--- config.mk ---
export PLATFORM = sky130hd
export DESIGN_NAME = load_unit_flat
export DESIGN_NICKNAME = d
export VERILOG_FILES = /design/src/rtl/cpu_pkg.sv /design/src/rtl/load_unit_if.sv /design/src/rtl/ls_extract.sv /design/src/rtl/load_unit.sv /design/src/flat_wrapper.sv
export SDC_FILE = /design/constraint.sdc
export NUM_CORES = 1
export LEC_CHECK = 0
export ABC_CLOCK_PERIOD_IN_PS = 4900
export BUFFER_PORTS_ARGS = -buffer_cell sky130_fd_sc_hd__buf_2
export CORE_UTILIZATION = 51
export CTS_BUF_LIST = sky130_fd_sc_hd__clkbuf_8
export CTS_CLUSTER_SIZE = 28
export DETAILED_ROUTE_END_ITERATION = 12
export HOLD_SLACK_MARGIN = 0.1
export PLACE_DENSITY = 0.84
export SLEW_MARGIN = 15
export SYNTH_ARGS = -nofsm -noshare
export SYNTH_HDL_FRONTEND = slang
export SYNTH_SLANG_ARGS = --single-unit
--- constraint.sdc ---
create_clock -name clk -period 4.9 [get_ports clk]
set_input_delay 0.98 -clock clk [delete_from_list [all_inputs] [get_ports clk]]
set_output_delay 0.98 -clock clk [all_outputs]
set_load 0.01 [all_outputs]
--- src/rtl/cpu_pkg.sv ---
// Shared CPU datapath definitions: load/store size codes and load-unit FSM states.
// No ports; imported by the load unit, its extractor and the load-unit interface users.
// Combinational definitions only.
package cpu_pkg;

    // Load size selectors carried on lscontrol; code 3 is reserved and behaves as lw.
    localparam logic [1:0] LS_LW = 2'd0;
    localparam logic [1:0] LS_LH = 2'd1;
    localparam logic [1:0] LS_LB = 2'd2;

    typedef enum logic [1:0] {
        LU_IDLE    = 2'd0,
        LU_WAIT    = 2'd1,
        LU_CAPTURE = 2'd2
    } lu_state_t;

endpackage

--- src/rtl/load_unit_if.sv ---
// Load unit bundle: request side (start/lscontrol/sign_ext/addr -> busy/done/ls_out)
// and memory side (mem_addr/mem_rd -> mem_data).
// master = control FSM plus memory; slave = the load unit itself.
interface load_unit_if;

    logic        start;
    logic [1:0]  lscontrol;
    logic        sign_ext;
    logic [31:0] addr;
    logic [31:0] mem_addr;
    logic        mem_rd;
    logic [31:0] mem_data;
    logic        busy;
    logic        done;
    logic [31:0] ls_out;

    modport master (
        output start, lscontrol, sign_ext, addr, mem_data,
        input  mem_addr, mem_rd, busy, done, ls_out
    );

    modport slave (
        input  start, lscontrol, sign_ext, addr, mem_data,
        output mem_addr, mem_rd, busy, done, ls_out
    );

endinterface

--- src/rtl/ls_extract.sv ---
// Load extraction: picks word/half/byte from a memory word and zero- or sign-extends it.
// Ports: data (32b word), lscontrol (size), sign_ext -> ls_out (32b result).
// Purely combinational, no state.
module ls_extract
    import cpu_pkg::*;
(
    input  logic [31:0] data,
    input  logic [1:0]  lscontrol,
    input  logic        sign_ext,
    output logic [31:0] ls_out
);

    always_comb begin
        ls_out = data;
        case (lscontrol)
            LS_LH:   ls_out = {{16{sign_ext & data[15]}}, data[15:0]};
            LS_LB:   ls_out = {{24{sign_ext & data[7]}}, data[7:0]};
            default: ls_out = data;
        endcase
    end

endmodule

--- src/rtl/load_unit.sv ---
// Load path: issues one word read on start, waits MEM_LATENCY cycles, extracts and returns the value.
// Ports: clk, reset (async, active-high), lu (load_unit_if.slave: request, memory and result signals).
// Latency start->done is MEM_LATENCY+1 cycles; start is ignored while busy or in the done cycle.
module load_unit
    import cpu_pkg::*;
#(
    parameter int MEM_LATENCY = 2
) (
    input  logic          clk,
    input  logic          reset,
    load_unit_if.slave    lu
);

    localparam int            CW       = $clog2(MEM_LATENCY + 1);
    localparam logic [CW-1:0] CNT_INIT = CW'(MEM_LATENCY - 1);

    lu_state_t     state;
    lu_state_t     state_nxt;
    logic [CW-1:0] cnt;
    logic [CW-1:0] cnt_nxt;
    logic          accept;

    // Controls latched at acceptance so later input changes cannot disturb the load.
    logic [1:0]    ctl_q;
    logic          sext_q;
    logic [31:0]   addr_q;
    logic [31:0]   res_q;
    logic [31:0]   ext_dat;

    always_ff @(posedge clk or posedge reset) begin
        if (reset) begin
            state <= LU_IDLE;
        end else begin
            state <= state_nxt;
        end
    end

    always_comb begin
        state_nxt = state;
        cnt_nxt   = cnt;
        accept    = 1'b0;
        case (state)
            LU_IDLE: begin
                if (lu.start) begin
                    accept    = 1'b1;
                    cnt_nxt   = CNT_INIT;
                    state_nxt = LU_WAIT;
                end
            end
            LU_WAIT: begin
                if (cnt == '0) begin
                    state_nxt = LU_CAPTURE;
                end else begin
                    cnt_nxt = cnt - 1'b1;
                end
            end
            LU_CAPTURE: begin
                state_nxt = LU_IDLE;
            end
            default: begin
                state_nxt = LU_IDLE;
            end
        endcase
    end

    always_ff @(posedge clk or posedge reset) begin
        if (reset) begin
            cnt    <= '0;
            ctl_q  <= LS_LW;
            sext_q <= 1'b0;
            addr_q <= '0;
            res_q  <= '0;
        end else begin
            cnt <= cnt_nxt;
            if (accept) begin
                ctl_q  <= lu.lscontrol;
                sext_q <= lu.sign_ext;
                addr_q <= lu.addr;
            end
            if (state == LU_CAPTURE) begin
                res_q <= ext_dat;
            end
        end
    end

    ls_extract u_extract (
        .data      (lu.mem_data),
        .lscontrol (ctl_q),
        .sign_ext  (sext_q),
        .ls_out    (ext_dat)
    );

    // mem_data only becomes valid in the CAPTURE cycle itself, so the result is
    // forwarded combinationally then and held from res_q afterwards. Strobes are
    // state decodes, which makes reset drop them asynchronously.
    assign lu.mem_addr = addr_q;
    assign lu.mem_rd   = (state == LU_WAIT);
    assign lu.busy     = (state == LU_WAIT);
    assign lu.done     = (state == LU_CAPTURE);
    assign lu.ls_out   = (state == LU_CAPTURE) ? ext_dat : res_q;

endmodule
--- src/flat_wrapper.sv ---
// flat-port wrapper written by rule: the top's interface ports become plain ports
module load_unit_flat import cpu_pkg::*;
#(
    parameter int MEM_LATENCY = 2
)
  (clk, reset, lu_start, lu_lscontrol, lu_sign_ext, lu_addr, lu_mem_data, lu_mem_addr, lu_mem_rd, lu_busy, lu_done, lu_ls_out);
  load_unit_if lu_i ();
  input  logic clk;
  input  logic reset;
  input wire logic [$bits(lu_i.start)-1:0] lu_start;
  input wire logic [$bits(lu_i.lscontrol)-1:0] lu_lscontrol;
  input wire logic [$bits(lu_i.sign_ext)-1:0] lu_sign_ext;
  input wire logic [$bits(lu_i.addr)-1:0] lu_addr;
  input wire logic [$bits(lu_i.mem_data)-1:0] lu_mem_data;
  output wire logic [$bits(lu_i.mem_addr)-1:0] lu_mem_addr;
  output wire logic [$bits(lu_i.mem_rd)-1:0] lu_mem_rd;
  output wire logic [$bits(lu_i.busy)-1:0] lu_busy;
  output wire logic [$bits(lu_i.done)-1:0] lu_done;
  output wire logic [$bits(lu_i.ls_out)-1:0] lu_ls_out;
  assign lu_i.start = lu_start;
  assign lu_i.lscontrol = lu_lscontrol;
  assign lu_i.sign_ext = lu_sign_ext;
  assign lu_i.addr = lu_addr;
  assign lu_i.mem_data = lu_mem_data;
  assign lu_mem_addr = lu_i.mem_addr;
  assign lu_mem_rd = lu_i.mem_rd;
  assign lu_busy = lu_i.busy;
  assign lu_done = lu_i.done;
  assign lu_ls_out = lu_i.ls_out;
  load_unit #(.MEM_LATENCY(MEM_LATENCY)) u_core (.clk(clk), .reset(reset), .lu(lu_i));
endmodule
==> metrics.md, run 1 <==
| Metric | Value |
|---|---|
| Routed Wire Length | 5970 um |
| Non-Filler Instances | 452 |
| Clock root cell | sky130_fd_sc_hd__clkbuf_8 |
| Worst-path clk slew | 70 ps |
| Total nets after synthesis | 315 |
| Synthesized area | 2820 um2 |
| Async set or reset register ratio after synthesis | 1.00 |
| Peak per-stage delay on the critical path | 700 ps |
| Count of pins over their slew limit | 0 |
| Crit. Startpoint | u_core.ctl_q[0]$_DFFE_PP0P_ |
| Max-capacitance violation count | 0 |
| # setup viols final | 0 |
| Post-synth top area share | 0.629 |
| Clock sink total | 71 |
| Library cell with the highest instance count after synthesis | sky130_fd_sc_hd__dfrtp_1 |
| CTS tree | done |
| Die outline area | 5840 um2 |
| Estimated wirelength of the detail-placed design | 4350 um |
| Fillers | 407 |
| Power per Cell Area | 703 nW/um2 |
| Post-synth EDFFs | 0 |
| Core utilization of the finished layout | 0.711 |
| Antenna diode count | 0 |
| Worst min-delay path class | flip-flop to flip-flop |
| CTS resizes | 0 |
| Layout cells sized above 1 | 0.500 |
| Maximum clock frequency | 268 MHz |
| Final Power | 2.60 mW |
| Most numerous cell types in the synthesized netlist | 71 x sky130_fd_sc_hd__dfrtp_1, 50 x sky130_fd_sc_hd__nand2_1, 33 x sky130_fd_sc_hd__mux2_2 |
| Count of yosys warnings during synthesis | 0 |
| Crit path max fanout | 19 |
| Hold Fails Final Rpt | 0 |
| Std cell rows | 26 |
| Placer's final routability congestion estimate | 0.710 |
| Placed cell count | 437 |
| Worst skew pair latency | 320 ps |
| Buffers inserted during post-CTS setup optimization | 0 |
| Worst setup SP type | flip-flop |
| Average cell area after synthesis | 11.7 um2 |
| Transition at the pin with the smallest max-transition slack | 779 ps |
| Detailed-route DRC error count | 0 |
| Congestion Overflow GR | 0 |
| Clock skew after layout | 5.03 ps |
| Final min period | 3730 ps |
| Endpoint required time on the critical path | 3920 ps |
| Status | complete, no violations |
| Total track usage | 0.220 |
| Total negative slack for setup checks | 0 ps |
| Number of buffer cells added on primary ports | 136 |
| Biggest area contributors in the synthesized netlist | sky130_fd_sc_hd__dfrtp_1 63%, sky130_fd_sc_hd__mux2_2 13%, sky130_fd_sc_hd__nand2_1 6.6% |
| Ports | 137 |
| Element type at the critical path end | output port |
| Wire length of the first global-routing pass | 10100 um |
| Chip Height | 76.4 um |
| Number of global-route vias before repair | 2266 |
| Kind of critical path | flip-flop to output port |
| Area leader, netlist | sky130_fd_sc_hd__dfrtp_1 |
| Prevailing post-synth register cell | sky130_fd_sc_hd__dfrtp_1 |
| Distinct cells, synth | 25 |
| Leakage component of the power | 1.91 nW |
| Startpoint of the worst hold path | u_core.res_q[3]$_DFF_PP0_ |
| Max-Slew Margin vs Limit | 0.481 |
| Antenna violations before repair | 0 |
| Post-route clock period utilization | 0.762 |
| Vias per inst | 4.88 |
| Buffer depth of the longest clock path | 2 |
| Crit-path cells | inv_1, ha_1, and4b_1, a311oi_4, a21oi_1, buf_2 |
| Pin count of the biggest net entering global routing | 39 |
| Flip-flop and latch count after synthesis | 71 |
| Average routed wire per standard cell | 13.2 um |
| Horizontal die dimension | 76.4 um |
| Post-layout net count | 451 |
| Area of the core | 5200 um2 |
| Reg2reg start | u_core.ctl_q[0]$_DFFE_PP0P_ |
| Synthesized netlist cell count | 242 |
| Maximum vdd ir drop | 0.380 mV |
| Data arrival at the endpoint of the critical path | 2750 ps |
| RSZ-0062 raised after global routing | false |
| Remaining antenna violation count | 0 |
| Sequential area share after synthesis | 0.629 |
| Total CTS buffers | 9 |
| Initial DRC Count | 83 |
| Via count | 2205 |
| Number of hold buffers added after CTS | 0 |
| Effective utilization at floorplan | 0.542 |
| Max stage delay cell, worst path | sky130_fd_sc_hd__a311oi_4 |
| Number of iterations in the first detailed-routing pass | 4 |
| Relative area change from synthesis to final layout | 31.1% |
| Worst hold slack | 477 ps |
| Number of H-tree branching levels | 3 |
cells by family after synthesis:
logic type | count (synthesis) | share of synthesized area
AND/OR/NAND/NOR | 84 | 0.123
flip-flops | 71 | 0.629
multiplexers | 33 | 0.132
AO/OA/AOI/OAI | 30 | 0.0647
buffers and inverters | 21 | 0.0377
adder cells (fa/ha/maj) | 3 | 0.0133
cell usage in the layout, fill, tap and decap left out, drive strengths merged:
| cell | Yosys | final |
|---|---|---|
| a31oi | 1 | 1 |
| inv | 8 | 9 |
| o21ai | 2 | 2 |
| and4b | 1 | 1 |
| clkbuf | 1 | 10 |
| nor3 | 1 | 1 |
| ha | 3 | 3 |
| or2 | 1 | 1 |
| dfrtp | 71 | 71 |
| a311oi | 1 | 1 |
| nand2 | 50 | 50 |
| nand2b | 1 | 1 |
| mux2 | 33 | 33 |
| a21oi | 25 | 25 |
| nor2b | 2 | 2 |
| nor3b | 2 | 2 |
| and2 | 1 | 1 |
| buf | 12 | 138 |
| a22o | 1 | 1 |
| clkinvlp | 0 | 1 |
| clkinv | 0 | 3 |
| nor2 | 25 | 25 |
layer usage:
metal	up-vias	wire length, um	part of all wire	GRT usage
li1	1071	-	-	-
met1	1044	2490	0.42	0.272
met2	80	3050	0.51	0.373
met3	10	324	0.054	0.0407
met4	0	108	0.018	0.108
met5	-	0	0	0
state kept, by name (all words and copies together), names as in the netlist:
register            cells
u_core.cnt              2
u_core.ctl_q            2
u_core.lu.mem_addr     32
u_core.res_q           32
u_core.sext_q           1
u_core.state            2
critical path: cells and delay by family (launching register included):
kind                     cells  cell delay, ps
buffers and inverters        2             250
adder cells (fa/ha/maj)      1             620
flip-flops                   1             350
AO/OA/AOI/OAI                2             900
AND/OR/NAND/NOR              1             290
report_power, final:
part	internal, mW	total (mW)	switching, mW
logic	0.532	1.21	0.681
clock network	0.190	0.385	0.195
registers	0.887	1.00	0.118
final timing paths:
| path | endpoint | slack, ps | depth (start not counted) |
|---|---|---|---|
| max in group asynchronous | u_core.lu.mem_addr[30]$_DFFE_PP0P_ | 3180 | 3 |
| hold reg to reg | u_core.res_q[3]$_DFF_PP0_ | 480 | 2 |
| hold / removal | u_core.res_q[3]$_DFF_PP0_ | 480 | 2 |
| setup reg to reg | u_core.res_q[28]$_DFF_PP0_ | 2490 | 5 |
| min in group asynchronous | u_core.lu.mem_addr[21]$_DFFE_PP0P_ | 770 | 2 |
| setup / recovery | lu_ls_out[28] | 1170 | 6 |
stage by stage:
stage / instance area (um2) / setup slack (ps)
finish: 3700 / 1170
global route: 3700 / 970
CTS: 3700 / 1150
detailed placement: 3540 / 1520
global placement: 3540 / 1610
floorplan: 2820 / 2080
layout make-up:
cell class	count	area (um2)	area share
multi-input cells	150	946	0.256
flip-flops and latches	71	1780	0.480
well taps	70	87.6	0.0237
inverters	8	30.0	0.00812
repair buffers	138	696	0.188
clock inverters	5	26.3	0.00710
clock buffers	10	138	0.0372
Power figures use the tool's default switching activity.
==> inputs of run 2 (changes only) <==
--- a/config.mk
+++ b/config.mk
@@ -5,14 +5,14 @@
 export SDC_FILE = /design/constraint.sdc
 export NUM_CORES = 1
 export LEC_CHECK = 0
-export ABC_CLOCK_PERIOD_IN_PS = 4900
+export ABC_CLOCK_PERIOD_IN_PS = 3700
 export BUFFER_PORTS_ARGS = -buffer_cell sky130_fd_sc_hd__buf_2
-export CORE_UTILIZATION = 51
+export CORE_UTILIZATION = 47
 export CTS_BUF_LIST = sky130_fd_sc_hd__clkbuf_8
 export CTS_CLUSTER_SIZE = 28
 export DETAILED_ROUTE_END_ITERATION = 12
 export HOLD_SLACK_MARGIN = 0.1
-export PLACE_DENSITY = 0.84
+export PLACE_DENSITY = 0.78
 export SLEW_MARGIN = 15
 export SYNTH_ARGS = -nofsm -noshare
 export SYNTH_HDL_FRONTEND = slang
==> constraint.sdc (replaced) <==
create_clock -name clk -period 3.7 [get_ports clk]
set_input_delay 0.74 -clock clk [delete_from_list [all_inputs] [get_ports clk]]
set_output_delay 0.74 -clock clk [all_outputs]
set_load 0.01 [all_outputs]
==> run 2 against run 1 <==
Effect of this change:
- flip-flop and latch count unchanged
- sequential power grew 33%
- first-iteration DRC count down 19%
- die area rose by 8.3%
- combinational power rose by 33%
- design area up 2.1%
- cell count up 1.1%
- routed wire length fell by 3.6%
- power up 39%
- via count fell by 0.82%
- clock-buffer cell count rose by 1
- global-route usage decreased by 2.0 points
- largest cell class unchanged
==> metrics.md, run 2 (synthesis results as in run 1) <==
| Metric | Value |
|---|---|
| Chip Height | 79.5 um (was 76.4 um) |
| Post-layout net count | 453 (was 451) |
| Post-route clock period utilization | 0.877 |
| Status | complete, no violations (unchanged) |
| Detailed-route DRC error count | 0 (unchanged) |
| Remaining antenna violation count | 0 (unchanged) |
| Fillers | 460 (was 407) |
| Antenna violations before repair | 0 (unchanged) |
| Wire length of the first global-routing pass | 9550 um (was 10100 um) |
| Buffers inserted during post-CTS setup optimization | 0 (unchanged) |
| Peak per-stage delay on the critical path | 670 ps (was 700 ps) |
| Initial DRC Count | 67 (was 83) |
| Layout cells sized above 1 | 0.501 (was 0.500) |
| Kind of critical path | flip-flop to output port (unchanged) |
| Ports | 137 (unchanged) |
| Relative area change from synthesis to final layout | 33.9% (was 31.1%) |
| Average routed wire per standard cell | 12.6 um (was 13.2 um) |
| Total CTS buffers | 9 (unchanged) |
| Placed standard-cell area | 3550 um2 (was 3540 um2) |
| Clock root cell | sky130_fd_sc_hd__clkbuf_8 (unchanged) |
| Number of H-tree branching levels | 3 (unchanged) |
| Crit. Startpoint | u_core.ctl_q[0]$_DFFE_PP0P_ (unchanged) |
| CTS tree | done (unchanged) |
| Finished Cell Area | 3780 um2 (was 3700 um2) |
| Hold Fails Final Rpt | 0 (unchanged) |
| RSZ-0062 raised after global routing | false (unchanged) |
| Most frequent standard cell in the layout excluding fill and tap cells | sky130_fd_sc_hd__buf_2 (unchanged) |
| Via count | 2187 (was 2205) |
| Transition at the pin with the smallest max-transition slack | 830 ps (was 779 ps) |
| Placement Setup Slack | 774 ps (was 1520 ps) |
| Antenna diode count | 0 (unchanged) |
| Maximum clock frequency | 308 MHz |
| Worst setup SP type | flip-flop (unchanged) |
| CTS resizes | 0 (unchanged) |
| Max-capacitance violation count | 0 (unchanged) |
| Data arrival at the endpoint of the critical path | 2510 ps (was 2750 ps) |
| Total negative slack for setup checks | 0 ps (unchanged) |
| Non-Filler Instances | 457 (was 452) |
| Startpoint of the worst hold path | u_core.res_q[0]$_DFF_PP0_ (was u_core.res_q[3]$_DFF_PP0_) |
| Buffer depth of the longest clock path | 2 (unchanged) |
| Worst hold slack | 472 ps (was 477 ps) |
| Count of pins over their slew limit | 0 (unchanged) |
| Final Power | 3.61 mW (was 2.60 mW) |
| Worst skew pair latency | 320 ps (about the same) |
| Area of the core | 5640 um2 (was 5200 um2) |
| Power per Cell Area | 955 nW/um2 (was 703 nW/um2) |
| Pin count of the biggest net entering global routing | 52 (was 39) |
| Maximum vdd ir drop | 0.454 mV (was 0.380 mV) |
| Effective utilization at floorplan | 0.500 (was 0.542) |
| # setup viols final | 0 (unchanged) |
| Number of global-route vias before repair | 2134 (was 2266) |
| Reg2reg start | u_core.ctl_q[0]$_DFFE_PP0P_ (unchanged) |
| Number of iterations in the first detailed-routing pass | 4 (unchanged) |
| Worst-path clk slew | 70 ps (about the same) |
| Final min period | 3250 ps |
| Placer's final routability congestion estimate | 0.693 (was 0.710) |
| Routed Wire Length | 5760 um (was 5970 um) |
| Horizontal die dimension | 79.5 um (was 76.4 um) |
| Std cell rows | 27 (was 26) |
| Number of hold buffers added after CTS | 0 (unchanged) |
| Placed cell count | 441 (was 437) |
| Area of the multi-input gates | 946 um2 (unchanged) |
| Worst min-delay path class | flip-flop to flip-flop (unchanged) |
| Storage element area | 1780 um2 (unchanged) |
| Die outline area | 6320 um2 (was 5840 um2) |
| Core utilization of the finished layout | 0.670 (was 0.711) |
| Number of buffer cells added on primary ports | 136 (unchanged) |
| Max-Slew Margin vs Limit | 0.446 (was 0.481) |
| Total track usage | 0.201 (was 0.220) |
| Clock skew after layout | 6.68 ps (was 5.03 ps) |
| Estimated wirelength of the detail-placed design | 4220 um (was 4350 um) |
| Commonest cells after routing, fill and taps aside | 136 x sky130_fd_sc_hd__buf_2, 71 x sky130_fd_sc_hd__dfrtp_1, 50 x sky130_fd_sc_hd__nand2_1 (unchanged) |
| Congestion Overflow GR | 0 (unchanged) |
| Vias per inst | 4.79 (was 4.88) |
| Crit path max fanout | 19 (unchanged) |
| Clock sink total | 71 (unchanged) |
| Max stage delay cell, worst path | sky130_fd_sc_hd__a311oi_4 (unchanged) |
| Endpoint required time on the critical path | 2960 ps (was 3920 ps) |
| Element type at the critical path end | output port (unchanged) |
| Smallest setup slack after layout | 454 ps (was 1170 ps) |
| Crit-path cells | inv_1, ha_1, buf_4, and4b_1, a311oi_4, a21oi_1, buf_2 (was inv_1, ha_1, and4b_1, a311oi_4, a21oi_1, buf_2) |
| Leakage component of the power | 1.95 nW (was 1.91 nW) |
run 2: final timing paths:
| path | to | slack, ps | cells past startpoint |
|---|---|---|---|
| setup / recovery | lu_ls_out[27] | 450 | 7 |
| hold / removal | u_core.res_q[0]$_DFF_PP0_ | 470 | 2 |
| setup reg to reg | u_core.res_q[27]$_DFF_PP0_ | 1540 | 6 |
| hold reg to reg | u_core.res_q[0]$_DFF_PP0_ | 470 | 2 |
| max in group asynchronous | u_core.lu.mem_addr[11]$_DFFE_PP0P_ | 2430 | 3 |
| min in group asynchronous | u_core.lu.mem_addr[15]$_DFFE_PP0P_ | 550 | 2 |
run 2: critical path: cells and delay by family, from the launching register on:
kind / cells / cell delay (ps)
flops: 1 / 350
fa+ha+maj: 1 / 270
simple gates: 1 / 240
compound gates: 2 / 860
buf+inv: 3 / 460
run 2: where the power goes:
group	internal, mW	switching, mW
combinational	0.710	0.897
clock	0.411	0.263
sequential	1.17	0.153
run 2: area by class of cell:
type / instances / area share
Tap cell: 72 / 0.0238
Multi-Input combinational cell: 150 / 0.250
Sequential cell: 71 / 0.470
Clock buffer: 11 / 0.0401
Inverter: 8 / 0.00828
Clock inverter: 5 / 0.0192
Timing Repair Buffer: 140 / 0.188
run 2: layer usage:
metal  wire (um)  part of all wire  global-route usage  up-vias
li1            -                 -                   -     1072
met1        2340              0.41               0.237     1023
met2        2950              0.51               0.340       79
met3         335             0.058              0.0411       13
met4         126             0.022               0.113        0
met5           0                 0                   0        -
==> inputs of run 3 (changes only) <==
--- a/config.mk
+++ b/config.mk
@@ -7,12 +7,13 @@
 export LEC_CHECK = 0
 export ABC_CLOCK_PERIOD_IN_PS = 3700
 export BUFFER_PORTS_ARGS = -buffer_cell sky130_fd_sc_hd__buf_2
-export CORE_UTILIZATION = 47
-export CTS_BUF_LIST = sky130_fd_sc_hd__clkbuf_8
+export CORE_UTILIZATION = 46
+export CTS_BUF_LIST = sky130_fd_sc_hd__clkbuf_4 sky130_fd_sc_hd__clkbuf_8 sky130_fd_sc_hd__clkbuf_16
 export CTS_CLUSTER_SIZE = 28
 export DETAILED_ROUTE_END_ITERATION = 12
 export HOLD_SLACK_MARGIN = 0.1
-export PLACE_DENSITY = 0.78
+export PLACE_DENSITY = 0.77
+export RECOVER_POWER = 50
 export SLEW_MARGIN = 15
 export SYNTH_ARGS = -nofsm -noshare
 export SYNTH_HDL_FRONTEND = slang
==> run 3 against run 2 <==
Effect of this change:
- the flow now finishes with violations (max-capacitance violations, max-slew violations)
- cell count increased by 0.66%
- critical path type unchanged
- first-iteration DRC count increased by 10%
- via count increased by 0.64%
- utilization decreased by 3.7 points
- flip-flop and latch count unchanged
==> metrics.md, run 3 (synthesis results as in run 1) <==
| Metric | Value |
|---|---|
| Hold Fails Final Rpt | 0 (unchanged) |
| Vias per inst | 4.78 (was 4.79) |
| Average routed wire per standard cell | 12.6 um (about the same) |
| Congestion Overflow GR | 0 (unchanged) |
| Max-Slew Margin vs Limit | -0.116 (was 0.446) |
| Violated checks | max-capacitance violations, max-slew violations |
| Transition at the pin with the smallest max-transition slack | 1670 ps (was 830 ps) |
| CTS resizes | 0 (unchanged) |
| Data arrival at the endpoint of the critical path | 2370 ps (was 2510 ps) |
| Element type at the critical path end | output port (unchanged) |
| Post-layout net count | 453 (unchanged) |
| Ports | 137 (unchanged) |
| Storage element area | 1780 um2 (unchanged) |
| Via count | 2201 (was 2187) |
| Leakage component of the power | 1.93 nW (was 1.95 nW) |
| Cell count of the worst reg-to-reg path | 3 (was 6) |
| Estimated wirelength of the detail-placed design | 4120 um (was 4220 um) |
| Total track usage | 0.194 (was 0.201) |
| Routed Wire Length | 5790 um (was 5760 um) |
| Layout cells sized above 1 | 0.496 (was 0.501) |
| Reg2Reg Setup Slack | 1480 ps (was 1540 ps) |
| Die outline area | 6450 um2 (was 6320 um2) |
| Most frequent standard cell in the layout excluding fill and tap cells | sky130_fd_sc_hd__buf_2 (unchanged) |
| Antenna violations before repair | 0 (unchanged) |
| Std cell rows | 28 (was 27) |
| Worst hold slack | 467 ps (was 472 ps) |
| Effective utilization at floorplan | 0.477 (was 0.500) |
| Buffers inserted during post-CTS setup optimization | 0 (unchanged) |
| Pin count of the biggest net entering global routing | 72 (was 52) |
| Maximum vdd ir drop | 0.462 mV (was 0.454 mV) |
| Initial DRC Count | 74 (was 67) |
| Final min period | 3110 ps (was 3250 ps) |
| Fillers | 504 (was 460) |
| Post-route clock period utilization | 0.840 (was 0.877) |
| Worst min-delay path class | flip-flop to flip-flop (unchanged) |
| Count of pins over their slew limit | 72 (was 0) |
| Crit path max fanout | 16 (was 19) |
| RSZ-0062 raised after global routing | false (unchanged) |
| Worst hold stages | 2 (unchanged) |
| Max-capacitance violation count | 1 (was 0) |
| Buffer depth of the longest clock path | 2 (unchanged) |
| Antenna diode count | 0 (unchanged) |
| Relative area change from synthesis to final layout | 32.8% (was 33.9%) |
| # setup viols final | 0 (unchanged) |
| Total negative slack for setup checks | 0 ps (unchanged) |
| Number of hold buffers added after CTS | 0 (unchanged) |
| Endpoint required time on the critical path | 2960 ps (about the same) |
| CTS tree | done (unchanged) |
| Worst setup SP type | flip-flop (unchanged) |
| Chip Height | 80.3 um (was 79.5 um) |
| Number of global-route vias before repair | 2092 (was 2134) |
| Core utilization of the finished layout | 0.633 (was 0.670) |
| Clock sink total | 71 (unchanged) |
| Remaining antenna violation count | 0 (unchanged) |
| Total CTS buffers | 9 (unchanged) |
| Power per Cell Area | 950 nW/um2 (was 955 nW/um2) |
| Detailed-route DRC error count | 0 (unchanged) |
| Placer's final routability congestion estimate | 0.691 (was 0.693) |
| Final Power | 3.56 mW (was 3.61 mW) |
| Worst-path clk slew | 60 ps (was 70 ps) |
| Area of the multi-input gates | 935 um2 (was 946 um2) |
| Horizontal die dimension | 80.3 um (was 79.5 um) |
| Wire length of the first global-routing pass | 9330 um (was 9550 um) |
| Clock skew after layout | 7.26 ps (was 6.68 ps) |
| Maximum clock frequency | 322 MHz (was 308 MHz) |
| Worst skew pair latency | 320 ps (about the same) |
| Clock root cell | sky130_fd_sc_hd__clkbuf_8 (unchanged) |
| Area of the core | 5920 um2 (was 5640 um2) |
| Kind of critical path | flip-flop to output port (unchanged) |
| Number of buffer cells added on primary ports | 136 (unchanged) |
| Number of iterations in the first detailed-routing pass | 4 (unchanged) |
| Number of H-tree branching levels | 3 (unchanged) |
| Status | complete, but fails checks (was complete, no violations) |
| Commonest cells after routing, fill and taps aside | 136 x sky130_fd_sc_hd__buf_2, 71 x sky130_fd_sc_hd__dfrtp_1, 50 x sky130_fd_sc_hd__nand2_1 (unchanged) |
## run 3: changes by cell type in the layout (fill, tap and decap cells not counted), sizes merged
cell | before | now
clkbuf | 11 | 16
buf | 140 | 137
inv | 9 | 8
bufinv | 2 | 1
## run 3: through the flow
step	cell area, um2	setup slack (ps)	cells
CTS	3770	540	460
floorplan	2820	1160	242
global placement	3560	873	444
detailed placement	3560	780	444
global route	3750	425	460
finish	3750	593	460
## run 3: report_power, final
| part | internal [mW] | leakage (nW) | switching [mW] |
|---|---|---|---|
| combinational | 0.709 | 0.986 | 0.895 |
| clock | 0.372 | 0.113 | 0.260 |
| sequential | 1.17 | 0.834 | 0.149 |
| total | 2.26 | 1.93 | 1.30 |
## run 3: final timing paths
| path | startpoint | to |
|---|---|---|
| min in group asynchronous | reset | u_core.lu.mem_addr[14]$_DFFE_PP0P_ |
| max in group asynchronous | reset | u_core.res_q[27]$_DFF_PP0_ |
| hold reg to reg | u_core.res_q[7]$_DFF_PP0_ | u_core.res_q[7]$_DFF_PP0_ |
| setup / recovery | u_core.ctl_q[0]$_DFFE_PP0P_ | lu_ls_out[28] |
| setup reg to reg | u_core.state[1]$_DFFE_PP0P_ | u_core.lu.mem_addr[18]$_DFFE_PP0P_ |
| hold / removal | u_core.res_q[7]$_DFF_PP0_ | u_core.res_q[7]$_DFF_PP0_ |
## run 3: final cells by class
cell class              instances  share of cell area
multi-input cells             150               0.249
well taps                      75              0.0250
flip-flops and latches         71               0.474
clock buffers                  13              0.0461
repair buffers                140               0.187
clock inverters                 3              0.0107
inverters                       8             0.00801
## run 3: worst max-delay path, cell delays in order, from the launching register on
cell and delay, ps:
sky130_fd_sc_hd__dfrtp_1 350, sky130_fd_sc_hd__inv_1 60, sky130_fd_sc_hd__ha_1 320, sky130_fd_sc_hd__and4b_1 230
sky130_fd_sc_hd__a311oi_4 670, sky130_fd_sc_hd__a21oi_1 210, sky130_fd_sc_hd__buf_2 200
## run 3: metal layers
| metal | part of all wire | up-vias | global-route usage |
|---|---|---|---|
| met5 | 0 | - | 0 |
| met4 | 0.016 | 0 | 0.100 |
| met3 | 0.051 | 9 | 0.0364 |
| met2 | 0.52 | 72 | 0.341 |
| met1 | 0.42 | 1044 | 0.223 |
| li1 | - | 1076 | - |
